**config.mk**
```make
export PLATFORM = sky130hd
export DESIGN_NAME = alu_share_arbiter
export DESIGN_NICKNAME = d
export VERILOG_FILES = /design/src/rtl/alu_share_arbiter.sv
export SDC_FILE = /design/constraint.sdc
export NUM_CORES = 1
export LEC_CHECK = 0
export CORE_AREA = 2 2 127 129
export CTS_BUF_LIST = sky130_fd_sc_hd__clkbuf_8
export DETAILED_ROUTE_END_ITERATION = 12
export DIE_AREA = 0 0 129 131
export HOLD_SLACK_MARGIN = 0.1
export PLACE_DENSITY = 0.67
export RECOVER_POWER = 25
export SYNTH_ARGS = -nofsm -noshare
export SYNTH_HDL_FRONTEND = slang
export SYNTH_SLANG_ARGS = --single-unit
```
**constraint.sdc**
```tcl
create_clock -name clk -period 1.9 [get_ports clk]
set_input_delay 0.38 -clock clk [delete_from_list [all_inputs] [get_ports clk]]
set_output_delay 0.38 -clock clk [all_outputs]
set_load 0.01 [all_outputs]
```
**src/rtl/alu_share_arbiter.sv**
```systemverilog
// alu_share_arbiter: shares one registered ALU (one-cycle latency) between two
// requesters. Round-robin grant, one outstanding op per requester, a one-deep
// result holding register per requester, and illegal function codes are
// filtered so the ALU only ever sees 0 (hold) or a legal code 1..9.
module alu_share_arbiter #(
    parameter int DW = 32,
    parameter int SW = 5,
    parameter int FW = 4
) (
    input  logic          clk,
    input  logic          rst_n,
    // requester 0
    input  logic          req0_valid,
    output logic          req0_ready,
    input  logic [DW-1:0] req0_a,
    input  logic [DW-1:0] req0_b,
    input  logic [SW-1:0] req0_shamt,
    input  logic [FW-1:0] req0_funct,
    // requester 1
    input  logic          req1_valid,
    output logic          req1_ready,
    input  logic [DW-1:0] req1_a,
    input  logic [DW-1:0] req1_b,
    input  logic [SW-1:0] req1_shamt,
    input  logic [FW-1:0] req1_funct,
    // response 0
    output logic          rsp0_valid,
    input  logic          rsp0_ready,
    output logic [DW-1:0] rsp0_data,
    output logic          rsp0_err,
    // response 1
    output logic          rsp1_valid,
    input  logic          rsp1_ready,
    output logic [DW-1:0] rsp1_data,
    output logic          rsp1_err,
    // shared ALU
    output logic [DW-1:0] alu_a,
    output logic [DW-1:0] alu_b,
    output logic [SW-1:0] alu_shamt,
    output logic [FW-1:0] alu_funct,
    input  logic [DW-1:0] alu_res
);

    // Code 0 makes the ALU hold its result; 1..9 are the implemented ops.
    localparam logic [FW-1:0] FUNCT_NOP  = '0;
    localparam logic [FW-1:0] FUNCT_LAST = FW'(9);

    // ------------------------------------------------------------------
    // Per-requester views of the flat ports, indexed by requester number
    // ------------------------------------------------------------------
    logic [1:0]    req_valid;
    logic [1:0]    rsp_ready;
    logic [DW-1:0] req_a     [2];
    logic [DW-1:0] req_b     [2];
    logic [SW-1:0] req_shamt [2];
    logic [FW-1:0] req_funct [2];

    assign req_valid    = {req1_valid, req0_valid};
    assign rsp_ready    = {rsp1_ready, rsp0_ready};
    assign req_a[0]     = req0_a;
    assign req_a[1]     = req1_a;
    assign req_b[0]     = req0_b;
    assign req_b[1]     = req1_b;
    assign req_shamt[0] = req0_shamt;
    assign req_shamt[1] = req1_shamt;
    assign req_funct[0] = req0_funct;
    assign req_funct[1] = req1_funct;

    // ------------------------------------------------------------------
    // State
    // ------------------------------------------------------------------
    logic          rr_ptr_q,      rr_ptr_d;      // requester favoured on a tie
    logic [1:0]    inflight_q,    inflight_d;    // op presented to ALU last cycle
    logic [1:0]    pend_err_q,    pend_err_d;    // that op had an illegal funct
    logic [1:0]    rsp_valid_q,   rsp_valid_d;
    logic [1:0]    rsp_err_q,     rsp_err_d;
    logic [DW-1:0] rsp_data_q [2];
    logic [DW-1:0] rsp_data_d [2];

    // Arbitration signals
    logic [1:0]    free;
    logic [1:0]    eligible;
    logic [1:0]    grant;
    logic          gnt_any;
    logic          gnt_idx;
    logic [FW-1:0] gnt_funct;
    logic          gnt_legal;

    // Round-robin arbitration: pick at most one eligible requester per cycle.
    // NOTE: every variable assigned in an always_comb gets a default at the top,
    // so no path leaves it unassigned and no latch is inferred.
    always_comb begin
        free     = ~inflight_q & (~rsp_valid_q | rsp_ready);
        // Nothing is accepted while reset is asserted: the state that would
        // record the acceptance is being held clear.
        eligible = req_valid & free & {2{rst_n}};
        grant    = 2'b00;
        if (&eligible) begin
            grant[rr_ptr_q] = 1'b1;
        end else begin
            grant = eligible;
        end
        gnt_any  = |grant;
        gnt_idx  = grant[1];
        rr_ptr_d = gnt_any ? ~gnt_idx : rr_ptr_q;
    end

    assign req0_ready = grant[0];
    assign req1_ready = grant[1];

    // Drive the ALU from the granted requester; illegal codes become a hold.
    always_comb begin
        gnt_funct = req_funct[gnt_idx];
        gnt_legal = (gnt_funct != FUNCT_NOP) && (gnt_funct <= FUNCT_LAST);
        alu_a     = '0;
        alu_b     = '0;
        alu_shamt = '0;
        alu_funct = FUNCT_NOP;
        if (gnt_any) begin
            alu_a     = req_a[gnt_idx];
            alu_b     = req_b[gnt_idx];
            alu_shamt = req_shamt[gnt_idx];
            alu_funct = gnt_legal ? gnt_funct : FUNCT_NOP;
        end
    end

    // Track in-flight ops and capture ALU results into the holding registers.
    always_comb begin
        // A requester is never granted while its op is in flight, so the
        // in-flight flag lasts exactly the one cycle the ALU needs.
        inflight_d  = grant;
        pend_err_d  = pend_err_q;
        rsp_valid_d = rsp_valid_q;
        rsp_err_d   = rsp_err_q;
        rsp_data_d  = rsp_data_q;
        for (int k = 0; k < 2; k++) begin
            if (grant[k]) begin
                pend_err_d[k] = ~gnt_legal;
            end
            // A landing result takes priority over the consumer draining the
            // previous one at the same edge.
            if (inflight_q[k]) begin
                rsp_valid_d[k] = 1'b1;
                rsp_err_d[k]   = pend_err_q[k];
                rsp_data_d[k]  = pend_err_q[k] ? '0 : alu_res;
            end else if (rsp_ready[k]) begin
                rsp_valid_d[k] = 1'b0;
            end
        end
    end

    // State registers; reset discards in-flight ops and held results.
    // NOTE: sequential state uses non-blocking assignments so every register
    // samples the pre-edge values regardless of statement order.
    always_ff @(posedge clk or negedge rst_n) begin
        if (!rst_n) begin
            rr_ptr_q    <= 1'b0;
            inflight_q  <= '0;
            pend_err_q  <= '0;
            rsp_valid_q <= '0;
            rsp_err_q   <= '0;
            for (int k = 0; k < 2; k++) begin
                rsp_data_q[k] <= '0;
            end
        end else begin
            rr_ptr_q    <= rr_ptr_d;
            inflight_q  <= inflight_d;
            pend_err_q  <= pend_err_d;
            rsp_valid_q <= rsp_valid_d;
            rsp_err_q   <= rsp_err_d;
            rsp_data_q  <= rsp_data_d;
        end
    end

    // Structural invariants of the arbiter.
    always_ff @(posedge clk) begin
        if (rst_n) begin
            assert (!(&grant));
            assert ((grant & inflight_q) == 2'b00);
            assert (alu_funct <= FUNCT_LAST);
        end
    end

    assign rsp0_valid = rsp_valid_q[0];
    assign rsp1_valid = rsp_valid_q[1];
    assign rsp0_data  = rsp_data_q[0];
    assign rsp1_data  = rsp_data_q[1];
    assign rsp0_err   = rsp_err_q[0];
    assign rsp1_err   = rsp_err_q[1];

endmodule

```
# == Yosys cells after proc, flatten, opt, wreduce, memory -nomap -nowiden ==
# Index checks and enable logic that the tools add are counted.
# word_totals
ff_bits,73
input_bits,184
out_inout_bits,143
wordCells,56
# classes
magnitude_cmp,4
muxes,26
bitwise_logic,9
reduce_logical,7
# ops
cell,n
2-to-1 mux 32 bit,10
2-to-1 mux 4 bit,5
2-to-1 mux 5 bit,4
AND 2 bit,3
2-to-1 mux 1 bit,5
less-or-equal comparator 4 bit (second input constant),1
NOT 2 bit,2
nonzero test 2 bit,2
nonzero test 4 bit,1
>= comparator 2 bit (second input constant),1
logical AND 1 bit,2
less-than comparator 1 x 2 -> 1 bit (second input constant),1
2-to-1 mux 2 bit,1
NOT 1 bit,2
NOT 1 -> 2 bit,1
OR 2 bit,1
AND reduction 2 bit,1
OR reduction 2 bit,1
demux 1 bit (select 1 bit),1
>= comparator 1 bit (second input constant),1

# == Depth between registers and ports, before layout ==
# depth
depth_word,15
ltp_mapped,7
mapped_depth_nobuf,4

# == Worst setup path before layout ==
# No wires, ideal clock.
# synth_timing
path_type,reg-to-output
from,register rsp_valid_q[1]
to,output alu_a[22]
arrival_time_ps,1495
required_time_ps,1520
slack_ps,25
path_stages_with_launch,8
path_buffers,3
path_cell_list,dfrtp_1 nor2b_4 or3_1 buf_6 buf_8 buf_12 o211ai_2 nand2_1
# synth_between
elab_chain_len,12
word_cells_on_any_way,13
cone_classes,mux: 5; bitwise: 6; reduce/logical: 2
# synth_lines
item,line,source
from (decl),75,"logic [1:0] rsp_valid_q, rsp_valid_d;"
from (signal assigned),169,rsp_valid_q <= rsp_valid_d;
NOT 2 bit *,93,free = ~inflight_q & (~rsp_valid_q | rsp_ready);
OR 2 bit *,93,
AND 2 bit *,93,
AND 2 bit * (2 in a row),96,eligible = req_valid & free & {2{rst_n}};
AND reduction 2 bit,98,if (&eligible) begin
2-to-1 mux 2 bit *,98,
NOT 1 -> 2 bit (not written as such),120,alu_a = req_a[gnt_idx];
2-to-1 mux 32 bit (not written as such) (3 in a row),120,
2-to-1 mux 32 bit *,119,if (gnt_any) begin
to (decl),37,"output logic [DW-1:0] alu_a,"
# Every way passes the cells marked *; elsewhere a longest branch is shown, timed or not. The select of a mux whose other input is x is not followed.

# == Worst setup path after layout ==
# layout_timing
from,register rsp_valid_q[1]
to,output alu_funct[1]
# layout_between
elab_chain_len,15
word_cells_on_any_way,17
cone_classes,order compare: 1; mux: 6; bitwise: 6; reduce/logical: 4
# layout_lines
item,line,source
NOT 2 bit *,93,
OR 2 bit *,93,
AND 2 bit *,93,
AND 2 bit * (2 in a row),96,
AND reduction 2 bit,98,
2-to-1 mux 2 bit *,98,
NOT 1 -> 2 bit (not written as such),113,gnt_funct = req_funct[gnt_idx];
2-to-1 mux 4 bit (not written as such) (3 in a row),113,
less-or-equal comparator 4 bit / nonzero test 4 bit (equally long branches),114,gnt_legal = (gnt_funct != FUNCT_NOP) && (gnt_funct <= FUNCT_LAST);
logical AND 1 bit,114,
2-to-1 mux 4 bit,123,alu_funct = gnt_legal ? gnt_funct : FUNCT_NOP;
2-to-1 mux 4 bit *,119,
to (decl),40,"output logic [FW-1:0] alu_funct,"
# Marks and branches as above.

==> flow_summary.json <==
{
  "status": "finished with violations",
  "violations": "setup timing",
  "multi_input_area_um2": 2460,
  "vias": 5647,
  "mostFrequentLayoutCell": "clkdlybuf4s50_1",
  "critical_path_peak_fanout": 5,
  "grt_max_degree": 67,
  "layout-drive-gt1-share": 0.271,
  "grt_util_met1": 0.289,
  "finalCriticalPeriod_ns": 2.34,
  "dp_hpwl_um": 14800,
  "synthArstFlopShare": 1.00,
  "syn-num-nets": 741,
  "fillers": 1407,
  "finalCritPeriodShare": 1.23,
  "synth_flop_cell": "dfrtp_1",
  "antenna_found_initial": 3,
  "grtUsageMet2": 0.434,
  "cts_num_sinks": 73,
  "antenna_left": 0,
  "initial_utilization": 0.297,
  "power_density_nw_per_um2": 723,
  "yosys_warnings": 0,
  "rsz0062_at_grt": "yes",
  "drt-pass1-iter-count": 5,
  "finish.utilization": 0.591,
  "final_cell_area_um2": 9220,
  "netlist_instances": 557,
  "numCtsBuffers": 9,
  "placed_cell_area_um2": 8360,
  "met3_usage": 0.0680,
  "clk_latency_ns": 0.34,
  "synth-seq-cells": 73,
  "power_leakage_nw": 4.23,
  "cts_tree": "yes",
  "die_x_um": 129,
  "cp.arrival_ns": 1.96,
  "port_buffers": 326,
  "yosysSeqAreaShare": 0.395,
  "post-route-drc-count": 0,
  "path_class": "register to output pin",
  "fmax_mhz": 427,
  "synth-edff-count": 0,
  "routedWlPerCell_um": 19.1,
  "ys_top_cells_by_area": "dfrtp_1, nand3_1, o211ai_1",
  "num-nets-final": 1117,
  "slew_violations": 0,
  "viasPerCell": 4.89,
  "hold_viol_final": 0,
  "gr-usage-all-layers": 0.245,
  "netlist.area_leader.share": 0.395,
  "dp.cells": 1085,
  "drt-total-wl_um": 22100,
  "synth_area_um2": 4630,
  "cts-root-buf": "clkbuf_8",
  "yosys.area.top_type": "dfrtp_1",
  "globalplace.congestion": 0.817,
  "ir_drop_mv": 0.299,
  "ff_latch_area_um2": 1830,
  "worstSetupStartpointType": "register",
  "core_region_area_um2": 15600,
  "clock_path_buffers": 2,
  "grt.overflow.total": 0,
  "num_rows": 46,
  "clk_pin_slew_ns": 0.07,
  "setup_viol": 75,
  "die_h_um": 131,
  "ys_types": 37,
  "hold_class": "input port to register",
  "cap_viol_max_count": 0,
  "fin_skew_ns": 0.00402,
  "dieArea_um2": 16900,
  "cp-end-kind": "output pin",
  "area_growth_pct": 99.1,
  "instances_no_fill": 1155,
  "avgSynthCellArea_um2": 8.31,
  "ios": 327,
  "setup_ws_ns": -0.442,
  "grt_pass1_vias": 5546,
  "critPathRequiredTime_ns": 1.52,
  "grt_pass1_wl_um": 31300,
  "drt_iter0_drc": 268,
  "top_usage_layer": "met2",
  "relSlewSlack": 0.00871,
  "mostFrequentLayoutCells": "clkdlybuf4s50_1, nand2_1, dfrtp_1, nand3_1, buf_2",
  "htree_num_levels": 3,
  "tightest_slew_ns": 1.49
}
-- worst paths after layout --
check / from / depth (start not counted) / endpoint / slack, ns
worst max-delay path: rsp_valid_q[1]$_DFFE_PN0P_ / 7 / alu_funct[1] / -0.44
worst min-delay path: rsp0_ready / 4 / rsp_valid_q[0]$_DFFE_PN0P_ / 0.46
worst max register to register: rsp_valid_q[1]$_DFFE_PN0P_ / 7 / pend_err_q[0]$_DFFE_PN0P_ / 0.19
worst min register to register: rsp_err_q[1]$_DFFE_PN0P_ / 1 / rsp_err_q[1]$_DFFE_PN0P_ / 0.51
max in group asynchronous: rst_n / 2 / rsp0_data[19]$_DFFE_PN0P_ / 0.49
min in group asynchronous: rst_n / 2 / rsp1_data[15]$_DFFE_PN0P_ / 0.54
-- stage by stage --
step | worst slack, ns | TNS (ns) | hold WS, ns | total power [mW]
3_5_place_dp | -1.02 | -71.03 | 0.329 | 5.45
2_1_floorplan | 0.0253 | 0 | 0.0844 | 3.49
3_3_place_gp | -1.02 | -70.40 | 0.324 | 5.42
4_1_cts | -0.473 | -31.32 | 0.273 | 6.63
5_1_grt | -0.539 | -35.46 | 0.459 | 7.08
6_report | -0.442 | -28.68 | 0.463 | 6.67
-- critical path, cell delays in order (launching register included) --
cell	delay (ns)
dfrtp_1	0.38
nor2b_4	0.13
or3_4	0.39
buf_12	0.15
buf_8	0.12
o211ai_4	0.18
a22oi_1	0.11
buf_2	0.16
-- synth_stat cells (2+ instances only) --
| library cell | count |
|---|---|
| o211ai_1 | 49 |
| o21ai_0 | 46 |
| nand3b_1 | 43 |
| nand2_1 | 79 |
| buf_2 | 23 |
| nor2b_1 | 20 |
| nand3_1 | 74 |
| mux2_2 | 2 |
| o211ai_2 | 21 |
| o22ai_1 | 2 |
| dfrtp_1 | 73 |
| a31o_2 | 20 |
| inv_2 | 2 |
| inv_1 | 46 |
| a22oi_1 | 2 |
| clkbuf_1 | 21 |
| nor2_1 | 5 |
| buf_1 | 10 |
-- layout make-up --
| type | instances | area share |
|---|---|---|
| Clock inverter | 5 | 0.00285 |
| Multi-Input combinational cell | 377 | 0.267 |
| Tap cell | 216 | 0.0293 |
| Inverter | 48 | 0.0196 |
| Sequential cell | 73 | 0.199 |
| Timing Repair Buffer | 424 | 0.469 |
| Clock buffer | 9 | 0.0134 |
| Antenna cell | 3 | 0.000815 |
-- where the power goes --
part	internal (mW)	leakage (nW)	switching, mW
combinational	1.94	3.21	1.55
sequential	1.95	0.938	0.219
clock	0.447	0.0819	0.550
-- timing repair --
item | 4_1_cts | 5_1_grt
setup endpoints to repair | 75 | 75
hold endpoints to repair | 13 | 0
hold buffers | 2 | 0
resized for setup | 360 | 32
gates cloned | 13 | 5
setup buffers | 20 | 14
pin swaps | 36 | 33
-- metal layers --
layer | part of all wire | vias up
met2 | 0.52 | 229
met5 | 0 | -
met3 | 0.076 | 22
met1 | 0.39 | 2683
li1 | - | 2713
met4 | 0.019 | 0
-- flip-flops by register name, summed over array words and instances, names as in the netlist --
name and cells:
inflight_q 2, pend_err_q 2, rr_ptr_q 1, rsp0_data 32
rsp1_data 32, rsp_err_q 2, rsp_valid_q 2
-- logic make-up after synthesis --
| kind of cell | synth area share |
|---|---|
| buffers and inverters | 0.102 |
| AO/OA/AOI/OAI | 0.237 |
| flip-flops | 0.395 |
| AND/OR/NAND/NOR | 0.261 |
| multiplexers | 0.00487 |
(Power assumes the default switching activity.)
